### src/rtl/shor_period_engine.sv
// shor_period_engine: sequential multi-base Shor period finder and factor extractor.
// Flow per base: base mod N, gcd check, order search by shift-add modular multiplies,
// half-power, two GCDs, then cofactor by restoring divide. mu_cost tracks work done.
// Build option: define SHOR_LUCKY_GCD_EN to turn a nontrivial gcd(a, N) into an
// immediate factorisation (period reported as 0) instead of skipping that base.
module shor_period_engine #(
   parameter int WIDTH      = 32,
   parameter int NUM_BASES  = 4,
   parameter int MAX_PERIOD = 256,
   parameter int MU_WIDTH   = 24,
   localparam int IDX_W     = (NUM_BASES > 1) ? $clog2(NUM_BASES) : 1
) (
   input  logic                       clk,
   input  logic                       rst_n,
   input  logic                       start,
   input  logic                       abort,
   input  logic [WIDTH-1:0]           N,
   input  logic [NUM_BASES*WIDTH-1:0] bases_flat,
   output logic                       busy,
   output logic                       done,
   output logic [2:0]                 status,
   output logic [WIDTH-1:0]           period,
   output logic [IDX_W-1:0]           base_idx,
   output logic [WIDTH-1:0]           factor1,
   output logic [WIDTH-1:0]           factor2,
   output logic [MU_WIDTH-1:0]        mu_cost
);
   localparam int CNT_W = (WIDTH > 1) ? $clog2(WIDTH) : 1;
   localparam logic [2:0] STAT_NONE      = 3'd0;
   localparam logic [2:0] STAT_FACTORED  = 3'd1;
   localparam logic [2:0] STAT_NO_FACTOR = 3'd2;
   localparam logic [2:0] STAT_BAD_INPUT = 3'd3;
   localparam logic [2:0] STAT_ABORTED   = 3'd4;
   localparam logic [MU_WIDTH-1:0] MU_ONE     = MU_WIDTH'(1);
   localparam logic [MU_WIDTH-1:0] MU_VERIFY  = MU_WIDTH'(4);
   localparam logic [MU_WIDTH-1:0] MU_MUL     = MU_WIDTH'(WIDTH);
   localparam logic [MU_WIDTH-1:0] MU_MUL_HIT = MU_WIDTH'(WIDTH + 8);
   localparam logic [CNT_W-1:0]    CNT_LAST   = CNT_W'(WIDTH - 1);

   typedef enum logic [3:0] {
      S_IDLE, S_LOAD, S_AMOD, S_COPRIME, S_ORDER, S_HALF, S_HPOW,
      S_GCDM, S_GCDP, S_VERIFY, S_DIV2, S_FIN
   } state_t;

   // Saturating mu accumulation: never wraps past all-ones.
   function automatic logic [MU_WIDTH-1:0] mu_add(input logic [MU_WIDTH-1:0] m,
                                                  input logic [MU_WIDTH-1:0] inc);
      logic [MU_WIDTH:0] sum;
      sum = {1'b0, m} + {1'b0, inc};
      return sum[MU_WIDTH] ? {MU_WIDTH{1'b1}} : MU_WIDTH'(sum);
   endfunction

   // One double-and-add step of acc*2 + bit*a, reduced mod n (acc, a < n).
   function automatic logic [WIDTH-1:0] mm_step(input logic [WIDTH-1:0] acc, input logic b,
                                                input logic [WIDTH-1:0] a, input logic [WIDTH-1:0] n);
      logic [WIDTH:0] t;
      t = {acc, 1'b0};
      t = (t >= {1'b0, n}) ? t - {1'b0, n} : t;
      t = t + (b ? {1'b0, a} : {(WIDTH+1){1'b0}});
      return WIDTH'((t >= {1'b0, n}) ? t - {1'b0, n} : t);
   endfunction

   state_t state_r, state_s;
   logic [WIDTH-1:0] n_r, n_s, a_r, a_s, x_r, x_s, y_r, y_s, h_r, h_s;
   logic [WIDTH-1:0] mplr_r, mplr_s, acc_r, acc_s, k_r, k_s, r_r, r_s, hcnt_r, hcnt_s;
   logic [WIDTH-1:0] g1_r, g1_s, f1_r, f1_s, q_r, q_s, rem_r, rem_s;
   logic [NUM_BASES*WIDTH-1:0] bases_r, bases_s;
   logic [IDX_W-1:0] idx_r, idx_s, base_idx_r, base_idx_s;
   logic [CNT_W-1:0] cnt_r, cnt_s;
   logic [WIDTH-1:0] period_r, period_s, factor1_r, factor1_s, factor2_r, factor2_s;
   logic [MU_WIDTH-1:0] mu_r, mu_s;
   logic [2:0] status_r, status_s;
   logic busy_r, busy_s, done_r, done_s, fail_s;

   logic [WIDTH-1:0] div_d_s, rem_nx_s, q_nx_s, mm_s, gmod_s;
   logic [WIDTH:0]   div_sh_s;
   logic             div_ge_s, last_base_s, g1_ok_s, g2_ok_s;

   assign div_d_s     = (state_r == S_AMOD) ? n_r : f1_r;
   assign div_sh_s    = {rem_r, q_r[WIDTH-1]};
   assign div_ge_s    = (div_sh_s >= {1'b0, div_d_s});
   assign rem_nx_s    = div_ge_s ? WIDTH'(div_sh_s - {1'b0, div_d_s}) : WIDTH'(div_sh_s);
   assign q_nx_s      = {q_r[WIDTH-2:0], div_ge_s};
   assign mm_s        = mm_step(acc_r, mplr_r[WIDTH-1], a_r, n_r);
   assign gmod_s      = (y_r != {WIDTH{1'b0}}) ? (x_r % y_r) : {WIDTH{1'b0}};
   assign last_base_s = (idx_r == IDX_W'(NUM_BASES - 1));
   assign g1_ok_s     = (g1_r > WIDTH'(1)) && (g1_r < n_r);
   assign g2_ok_s     = (x_r > WIDTH'(1)) && (x_r < n_r);

   // Next-state, datapath and registered-output computation for the whole engine.
   always_comb begin
      state_s = state_r;   n_s = n_r;       a_s = a_r;       x_s = x_r;       y_s = y_r;
      h_s = h_r;           mplr_s = mplr_r; acc_s = acc_r;   k_s = k_r;       r_s = r_r;
      hcnt_s = hcnt_r;     g1_s = g1_r;     f1_s = f1_r;     q_s = q_r;       rem_s = rem_r;
      bases_s = bases_r;   idx_s = idx_r;   cnt_s = cnt_r;   mu_s = mu_r;     status_s = status_r;
      period_s = period_r; factor1_s = factor1_r; factor2_s = factor2_r; base_idx_s = base_idx_r;
      fail_s = 1'b0;
      if (abort && (state_r != S_IDLE) && (state_r != S_FIN)) begin
         state_s = S_FIN; status_s = STAT_ABORTED; factor1_s = '0; factor2_s = '0;
      end else begin
         case (state_r)
            S_IDLE: if (start && !abort) begin
               n_s = N; bases_s = bases_flat; idx_s = '0; mu_s = '0; status_s = STAT_NONE;
               period_s = '0; factor1_s = '0; factor2_s = '0; base_idx_s = '0; state_s = S_LOAD;
            end else begin
               state_s = S_IDLE;
            end
            S_LOAD: if (n_r < WIDTH'(4)) begin
               status_s = STAT_BAD_INPUT; state_s = S_FIN;
            end else begin
               q_s = bases_r[int'(idx_r)*WIDTH +: WIDTH]; rem_s = '0; cnt_s = CNT_LAST; state_s = S_AMOD;
            end
            S_AMOD: begin
               q_s = q_nx_s; rem_s = rem_nx_s;
               if (cnt_r != '0) begin
                  cnt_s = cnt_r - CNT_W'(1);
               end else if (rem_nx_s < WIDTH'(2)) begin
                  fail_s = 1'b1;
               end else begin
                  a_s = rem_nx_s; x_s = n_r; y_s = rem_nx_s; state_s = S_COPRIME;
               end
            end
            S_COPRIME: if (y_r != '0) begin
               x_s = y_r; y_s = gmod_s; mu_s = mu_add(mu_r, MU_ONE);
            end else if (x_r == WIDTH'(1)) begin
               mplr_s = WIDTH'(1); acc_s = '0; k_s = '0; cnt_s = CNT_LAST; state_s = S_ORDER;
            end else begin
`ifdef SHOR_LUCKY_GCD_EN
               f1_s = x_r; r_s = '0; q_s = n_r; rem_s = '0; cnt_s = CNT_LAST; state_s = S_DIV2;
`else
               fail_s = 1'b1;
`endif
            end
            S_ORDER: if (cnt_r != '0) begin
               acc_s = mm_s; mplr_s = mplr_r << 1; cnt_s = cnt_r - CNT_W'(1);
            end else begin
               acc_s = '0; mplr_s = mm_s; cnt_s = CNT_LAST; k_s = k_r + WIDTH'(1);
               if (mm_s == WIDTH'(1)) begin
                  r_s = k_r + WIDTH'(1); mu_s = mu_add(mu_r, MU_MUL_HIT); state_s = S_HALF;
               end else if (k_r + WIDTH'(1) == WIDTH'(MAX_PERIOD)) begin
                  mu_s = mu_add(mu_r, MU_MUL); fail_s = 1'b1;
               end else begin
                  mu_s = mu_add(mu_r, MU_MUL);
               end
            end
            S_HALF: if (r_r[0]) begin
               fail_s = 1'b1;
            end else begin
               hcnt_s = r_r >> 1; mplr_s = WIDTH'(1); acc_s = '0; cnt_s = CNT_LAST; state_s = S_HPOW;
            end
            S_HPOW: if (cnt_r != '0) begin
               acc_s = mm_s; mplr_s = mplr_r << 1; cnt_s = cnt_r - CNT_W'(1);
            end else begin
               acc_s = '0; mplr_s = mm_s; cnt_s = CNT_LAST; h_s = mm_s;
               hcnt_s = hcnt_r - WIDTH'(1); mu_s = mu_add(mu_r, MU_MUL);
               if (hcnt_r == WIDTH'(1)) begin
                  x_s = n_r; y_s = mm_s - WIDTH'(1); state_s = S_GCDM;
               end else begin
                  state_s = S_HPOW;
               end
            end
            S_GCDM: if (y_r != '0) begin
               x_s = y_r; y_s = gmod_s; mu_s = mu_add(mu_r, MU_ONE);
            end else begin
               g1_s = x_r; x_s = n_r; state_s = S_GCDP;
               y_s = (h_r == n_r - WIDTH'(1)) ? '0 : h_r + WIDTH'(1);
            end
            S_GCDP: if (y_r != '0) begin
               x_s = y_r; y_s = gmod_s; mu_s = mu_add(mu_r, MU_ONE);
            end else begin
               state_s = S_VERIFY;
            end
            S_VERIFY: begin
               mu_s = mu_add(mu_r, MU_VERIFY);
               if (g1_ok_s || g2_ok_s) begin
                  f1_s = g1_ok_s ? g1_r : x_r; q_s = n_r; rem_s = '0; cnt_s = CNT_LAST; state_s = S_DIV2;
               end else begin
                  fail_s = 1'b1;
               end
            end
            S_DIV2: begin
               q_s = q_nx_s; rem_s = rem_nx_s;
               if (cnt_r != '0) begin
                  cnt_s = cnt_r - CNT_W'(1);
               end else begin
                  factor1_s = f1_r; factor2_s = q_nx_s; period_s = r_r; base_idx_s = idx_r;
                  status_s = STAT_FACTORED; state_s = S_FIN;
               end
            end
            S_FIN:   state_s = S_IDLE;
            default: state_s = S_IDLE;
         endcase
      end
      idx_s    = fail_s ? idx_r + IDX_W'(1) : idx_s;
      status_s = (fail_s && last_base_s) ? STAT_NO_FACTOR : status_s;
      state_s  = fail_s ? (last_base_s ? S_FIN : S_LOAD) : state_s;
      busy_s   = (state_s != S_IDLE) && (state_s != S_FIN);
      done_s   = (state_s == S_FIN);
   end

   // Register bank: FSM state, datapath and all outputs; async clear to idle/zero.
   always_ff @(posedge clk or negedge rst_n) begin
      if (!rst_n) begin
         state_r <= S_IDLE; n_r <= '0; a_r <= '0; x_r <= '0; y_r <= '0; h_r <= '0;
         mplr_r <= '0; acc_r <= '0; k_r <= '0; r_r <= '0; hcnt_r <= '0; g1_r <= '0;
         f1_r <= '0; q_r <= '0; rem_r <= '0; bases_r <= '0; idx_r <= '0; cnt_r <= '0;
         mu_r <= '0; status_r <= STAT_NONE; period_r <= '0; factor1_r <= '0;
         factor2_r <= '0; base_idx_r <= '0; busy_r <= 1'b0; done_r <= 1'b0;
      end else begin
         state_r <= state_s; n_r <= n_s; a_r <= a_s; x_r <= x_s; y_r <= y_s; h_r <= h_s;
         mplr_r <= mplr_s; acc_r <= acc_s; k_r <= k_s; r_r <= r_s; hcnt_r <= hcnt_s; g1_r <= g1_s;
         f1_r <= f1_s; q_r <= q_s; rem_r <= rem_s; bases_r <= bases_s; idx_r <= idx_s; cnt_r <= cnt_s;
         mu_r <= mu_s; status_r <= status_s; period_r <= period_s; factor1_r <= factor1_s;
         factor2_r <= factor2_s; base_idx_r <= base_idx_s; busy_r <= busy_s; done_r <= done_s;
      end
   end

   assign busy     = busy_r;
   assign done     = done_r;
   assign status   = status_r;
   assign period   = period_r;
   assign base_idx = base_idx_r;
   assign factor1  = factor1_r;
   assign factor2  = factor2_r;
   assign mu_cost  = mu_r;
endmodule

### config.mk
export PLATFORM = sky130hd
export DESIGN_NAME = shor_period_engine
export DESIGN_NICKNAME = d
export VERILOG_FILES = /design/src/rtl/shor_period_engine.sv
export SDC_FILE = /design/constraint.sdc
export NUM_CORES = 2
export LEC_CHECK = 0
export CELL_PAD_IN_SITES_DETAIL_PLACEMENT = 2
export CELL_PAD_IN_SITES_GLOBAL_PLACEMENT = 2
export CORE_MARGIN = 5
export CORE_UTILIZATION = 38
export DETAILED_ROUTE_END_ITERATION = 10
export GPL_ROUTABILITY_DRIVEN = 0
export GPL_TIMING_DRIVEN = 0
export PLACE_DENSITY = 0.93
export SLEW_MARGIN = 20
export SYNTH_ARGS = -nofsm -noshare
export SYNTH_HDL_FRONTEND = slang
export SYNTH_SLANG_ARGS = --single-unit
### constraint.sdc
create_clock -name clk -period 81 [get_ports clk]
set_input_delay 16.2 -clock clk [delete_from_list [all_inputs] [get_ports clk]]
set_output_delay 16.2 -clock clk [all_outputs]
set_load 0.05 [all_outputs]
==> results.md, run 1 <==
* Vias in the first global route at ~140k
* Adder-Cell Fraction of Synth Area at 0.121
* Seq/Total Area, Yosys at 0.232
* Post-synth top area share at 0.232
* Clock Tree Root: clkbuf_16
* Commonest cells post-synth: nand2_1, nor2_1, o21ai_0
* Io pins at ~290
* Syn avg cell area at about 8 µm²
* Gate Count Post-Synth at about 10,000
* Clk sinks at around 710
* Run Error: [ERROR GRT-0116] Global routing finished with congestion. Check the congestion regions in the DRC Viewer.
* Mux share of post-synthesis cell area at 0.0580
* Cells after DPL at 12,800
* Maximum buffer depth of the clock tree at 3
* XOR/XNOR Fraction of Synth Area at 0.0698
* Mapped cell area at 0.0769 mm²
* Asr flop ratio synth at 1.00
* Largest net degree at the start of global routing at between 90 and 100
* Initial core utilization at 0.381
* H-tree Lvls at 3
* Area leader, netlist: dfrtp_1
* Die span in y at between 400 and 500 µm
* Gr ovfl total at roughly 1,700
* Gr usage total at 0.760
* Netlist cell types at 122
* Status: stopped before the end
* Number of enable flip-flop cells after synthesis at 0
* Complex-gate fraction of the synthesized area at 0.277
* Post-Synth Simple-Gate Area at 0.205
* Syn_nets at 10,700
* CTS hold repair buffers at 0
* Die Width at approximately 460 µm
* Failing step: global routing (5_1_grt)
* Largest family of logic cells by synthesized area: compound AO/OA/AOI/OAI gates
* Row cnt at about 170
* Dpl hpwl at about 380,000 µm
* Num CTS Buffers at 87
* Number of synthesized register bits at between 700 and 800
* Synth area leaders: dfrtp_1, ha_1, o21ai_0, a21oi_1, nand2_1
* First-pass GRT wire length at 1,190,000 µm
* Most numerous cell in the Yosys netlist: nand2_1
* YS warnings at 0
* Port buffer count at 289
* Main flop type after synthesis: dfrtp_1
logic make-up after synthesis:
| kind of cell | Yosys count |
|---|---|
| AND/OR/NAND/NOR | 3361 |
| AO/OA/AOI/OAI | 3305 |
| adder cells (fa/ha/maj) | 740 |
| buffers and inverters | 739 |
| flip-flops | 714 |
| XOR/XNOR | 611 |
| multiplexers | 375 |
repair_timing:
| action | CTS |
|---|---|
| endpoints found under the setup margin | 32 |
| pin swaps | 50 |
| cloned | 0 |
| resized for setup | 493 |
| setup buffers | 73 |
layer usage:
layer / GRT usage / overflow
met5: 0.482 / 19
met4: 0.784 / 588
met3: 0.669 / 123
met2: 0.874 / 922
met1: 0.737 / 80
metrics by stage:
step | hold WS, ns | setup TNS, ns | area, µm² | setup WS [ns]
CTS | 0.513 | 0 | 89200 | 0.00633
detailed placement | 0.475 | -830.57 | 83700 | -26.50
global placement | 0.464 | -655.35 | 83100 | -20.90
floorplan | 0.442 | 0 | 76900 | 10.20
==> inputs of run 2 (changes only) <==
- CELL_PAD_IN_SITES_DETAIL_PLACEMENT: 2 -> default
- CELL_PAD_IN_SITES_GLOBAL_PLACEMENT: 2 -> default
- CORE_UTILIZATION: 38 -> 40
- PLACE_DENSITY: 0.93 -> default
- PLACE_DENSITY_LB_ADDON: default -> 0.15
==> results.md, run 2 <==
* Status: finished clean (was stopped before the end)
* Biggest register: bases_r
* H-tree Lvls at 3 (unchanged)
* Critical path data required time at between 80 and 90 ns
* CTS tree: done
* Die span in y at 448 µm (was 460 µm)
* Clk sinks at 714 (unchanged)
* DIE AREA at slightly above 0.2 mm²
* Via/cell ratio at around 6.5
* Syn_nets at 10,700 (unchanged)
* Final core utilization at 0.462
* Commonest non-fill, non-tap cell in the layout: nand2_1
* Final net count at ~11,000
* Post-Layout Inst Area at between 0.08 and 0.09 mm²
* Synth area leaders: dfrtp_1, ha_1, o21ai_0, a21oi_1, nand2_1 (unchanged)
* Commonest cells after routing, fill and taps aside: nand2_1, nor2_1, o21ai_0
* Reg clk slew, reported paths at about 0.060 ns
* Num CTS Buffers at 84 (was 87)
* Post-route ant nets at 0
* Io pins at 291 (unchanged)
* Later-pin clock latency in the skew report at 0.73 ns
* Placed cell area at 0.0836 mm² (was 0.0837 mm²)
* Min-delay worst type: flop to flop
* Clock Tree Root: clkbuf_16 (unchanged)
* Die Width at 448 µm (was 460 µm)
* Post-layout min period at roughly 79 ns
* First-pass GRT wire length at roughly 510,000 µm
* Wire per inst at approximately 27 µm
* CTS hold repair buffers at 0 (unchanged)
* Initial core utilization at 0.401 (was 0.381)
* DRT Pass-1 Iters at 9
* FF-to-FF Start: y_r[23]
* Multi-input gate area at between 0.05 and 0.06 mm²
* DRT Wirelength at ~350,000 µm
* Top achievable clock speed at about 0.013 GHz
* Syn avg cell area at 7.81 µm² (unchanged)
* Critical path origin: y_r[23]
* Main flop type after synthesis: dfrtp_1 (unchanged)
* FF+latch area at between 0.015 and 0.02 mm²
* Maximum buffer depth of the clock tree at 3 (unchanged)
* Max FFs per register at 128
* Worst setup EP type: flop
* Routed via count at about 84,000
* Worst Hold Launch: period[14]
* Crit-path slowest cell: or4_4
* Number of enable flip-flop cells after synthesis at 0 (unchanged)
* Mapped cell area at 0.0769 mm² (unchanged)
* Worst-Margin Slew at 1.35 ns
* Dpl hpwl at 274,000 µm (was 381,000 µm)
* Clk_skew at 0.0518 ns
* Setup crit start kind: flop
* Row cnt at 161 (was 165)
* Max-slew violations at 0
* CP max FO at 10
* DRC viols at 0
* Post-synth top area share at 0.232 (unchanged)
* Tcrit/Tclk final at 0.971
* Most numerous cell in the Yosys netlist: nand2_1 (unchanged)
* Max-slew headroom at 0.0716
* CP peak stage delay at approximately 0.66 ns
* Port buffer count at 289 (unchanged)
* Area leader, netlist: dfrtp_1 (unchanged)
* Layout cells sized above 1 at 0.100
* Fillers at around 19,000
* Largest net degree at the start of global routing at between 100 and 150
* Top cell by count, worst path: ha_1
* Netlist cell types at 122 (unchanged)
* MaxCap Viol Count at 0
* Area of the core at about 0.19 mm²
* DRT iter0 DRCs at approximately 10,000
* Area grow syn2layout at 15.3%
* Seq/Total Area, Yosys at 0.232 (unchanged)
* Setup Viol. Count Final at 0
* Gate Count Post-Synth at 9,845 (unchanged)
* Critical path class: flop to flop
* Asr flop ratio synth at 1.00 (unchanged)
* Initial antenna violation count at 14
* Final Hold Fails at 0
* Gr usage total at 0.334
* Commonest cells post-synth: nand2_1, nor2_1, o21ai_0 (unchanged)
* Number of synthesized register bits at 714 (unchanged)
* YS warnings at 0 (unchanged)
* Gr ovfl total at 0
* Arr. time, crit path at between 70 and 80 ns
* Vias in the first global route at 78,900
[run 2: cell counts after synthesis]
Identical to the previous run, type by type.
[run 2: per-stage QoR]
stage	cells	hold slack (ns)	TNS, ns	worst slack, ns
floorplan	9845	0.442	0	10.20
global route	12900	0.501	-4.20	-0.306
finish	12900	0.476	0	2.35
global placement	12700	0.457	-620.84	-19.87
detailed placement	12700	0.467	-613.33	-19.57
CTS	12900	0.481	0	0.0217
[run 2: routing by layer]
metal / vias up / routed length [µm] / GRT usage
met5: - / 251 / 0.00241
met4: 18 / 24400 / 0.191
met3: 1171 / 36800 / 0.0758
met2: 4746 / 151000 / 0.515
met1: 40500 / 139000 / 0.429
li1: 37300 / - / -
[run 2: kinds of logic after synthesis]
logic type | share of synthesized area
AOI/OAI and AO/OA | 0.277
xor gates and xnor gates | 0.0698
adders and majority gates | 0.121
buffers and inverters | 0.0370
DFF | 0.232
muxes | 0.0580
and+or+nand+nor | 0.205
[run 2: what timing repair did]
action                     4_1_cts  5_1_grt
pin swaps                       18       35
buffers inserted                19       50
setup endpoints to repair       32       32
gates resized for setup        253      190
[run 2: final timing paths]
check	end	slack, ns	cells after the start
min	period[14]	0.48	2
min reg2reg	period[14]	0.48	2
min in group asynchronous	bases_r[74]	15.50	1
max in group asynchronous	y_r[22]	63.53	4
max reg2reg	y_r[25]	2.35	325
max	y_r[25]	2.35	325
[run 2: final cells by class]
| cell class | instances | share of cell area |
|---|---|---|
| Clock inverter | 42 | 0.00634 |
| Buffer | 455 | 0.0225 |
| Inverter | 276 | 0.0118 |
| Multi-Input combinational cell | 8392 | 0.650 |
| Antenna cell | 7 | 0.000198 |
| Tap cell | 2526 | 0.0356 |
| Timing Repair Buffer | 389 | 0.0448 |
| Clock buffer | 113 | 0.0267 |
| Sequential cell | 714 | 0.202 |
[run 2: critical path, delay by kind of cell (launching register included)]
family | cells | cell delay [ns]
AOI/OAI and AO/OA | 155 | 36.55
adders and majority gates | 31 | 9.94
buffers and inverters | 55 | 13.22
DFF | 1 | 0.52
muxes | 4 | 1.42
and+or+nand+nor | 80 | 16.56
Power of run 2 is left out: the tool's default activity adds up to more than one toggle a clock period on the data nets, which glitch-free logic cannot reach.
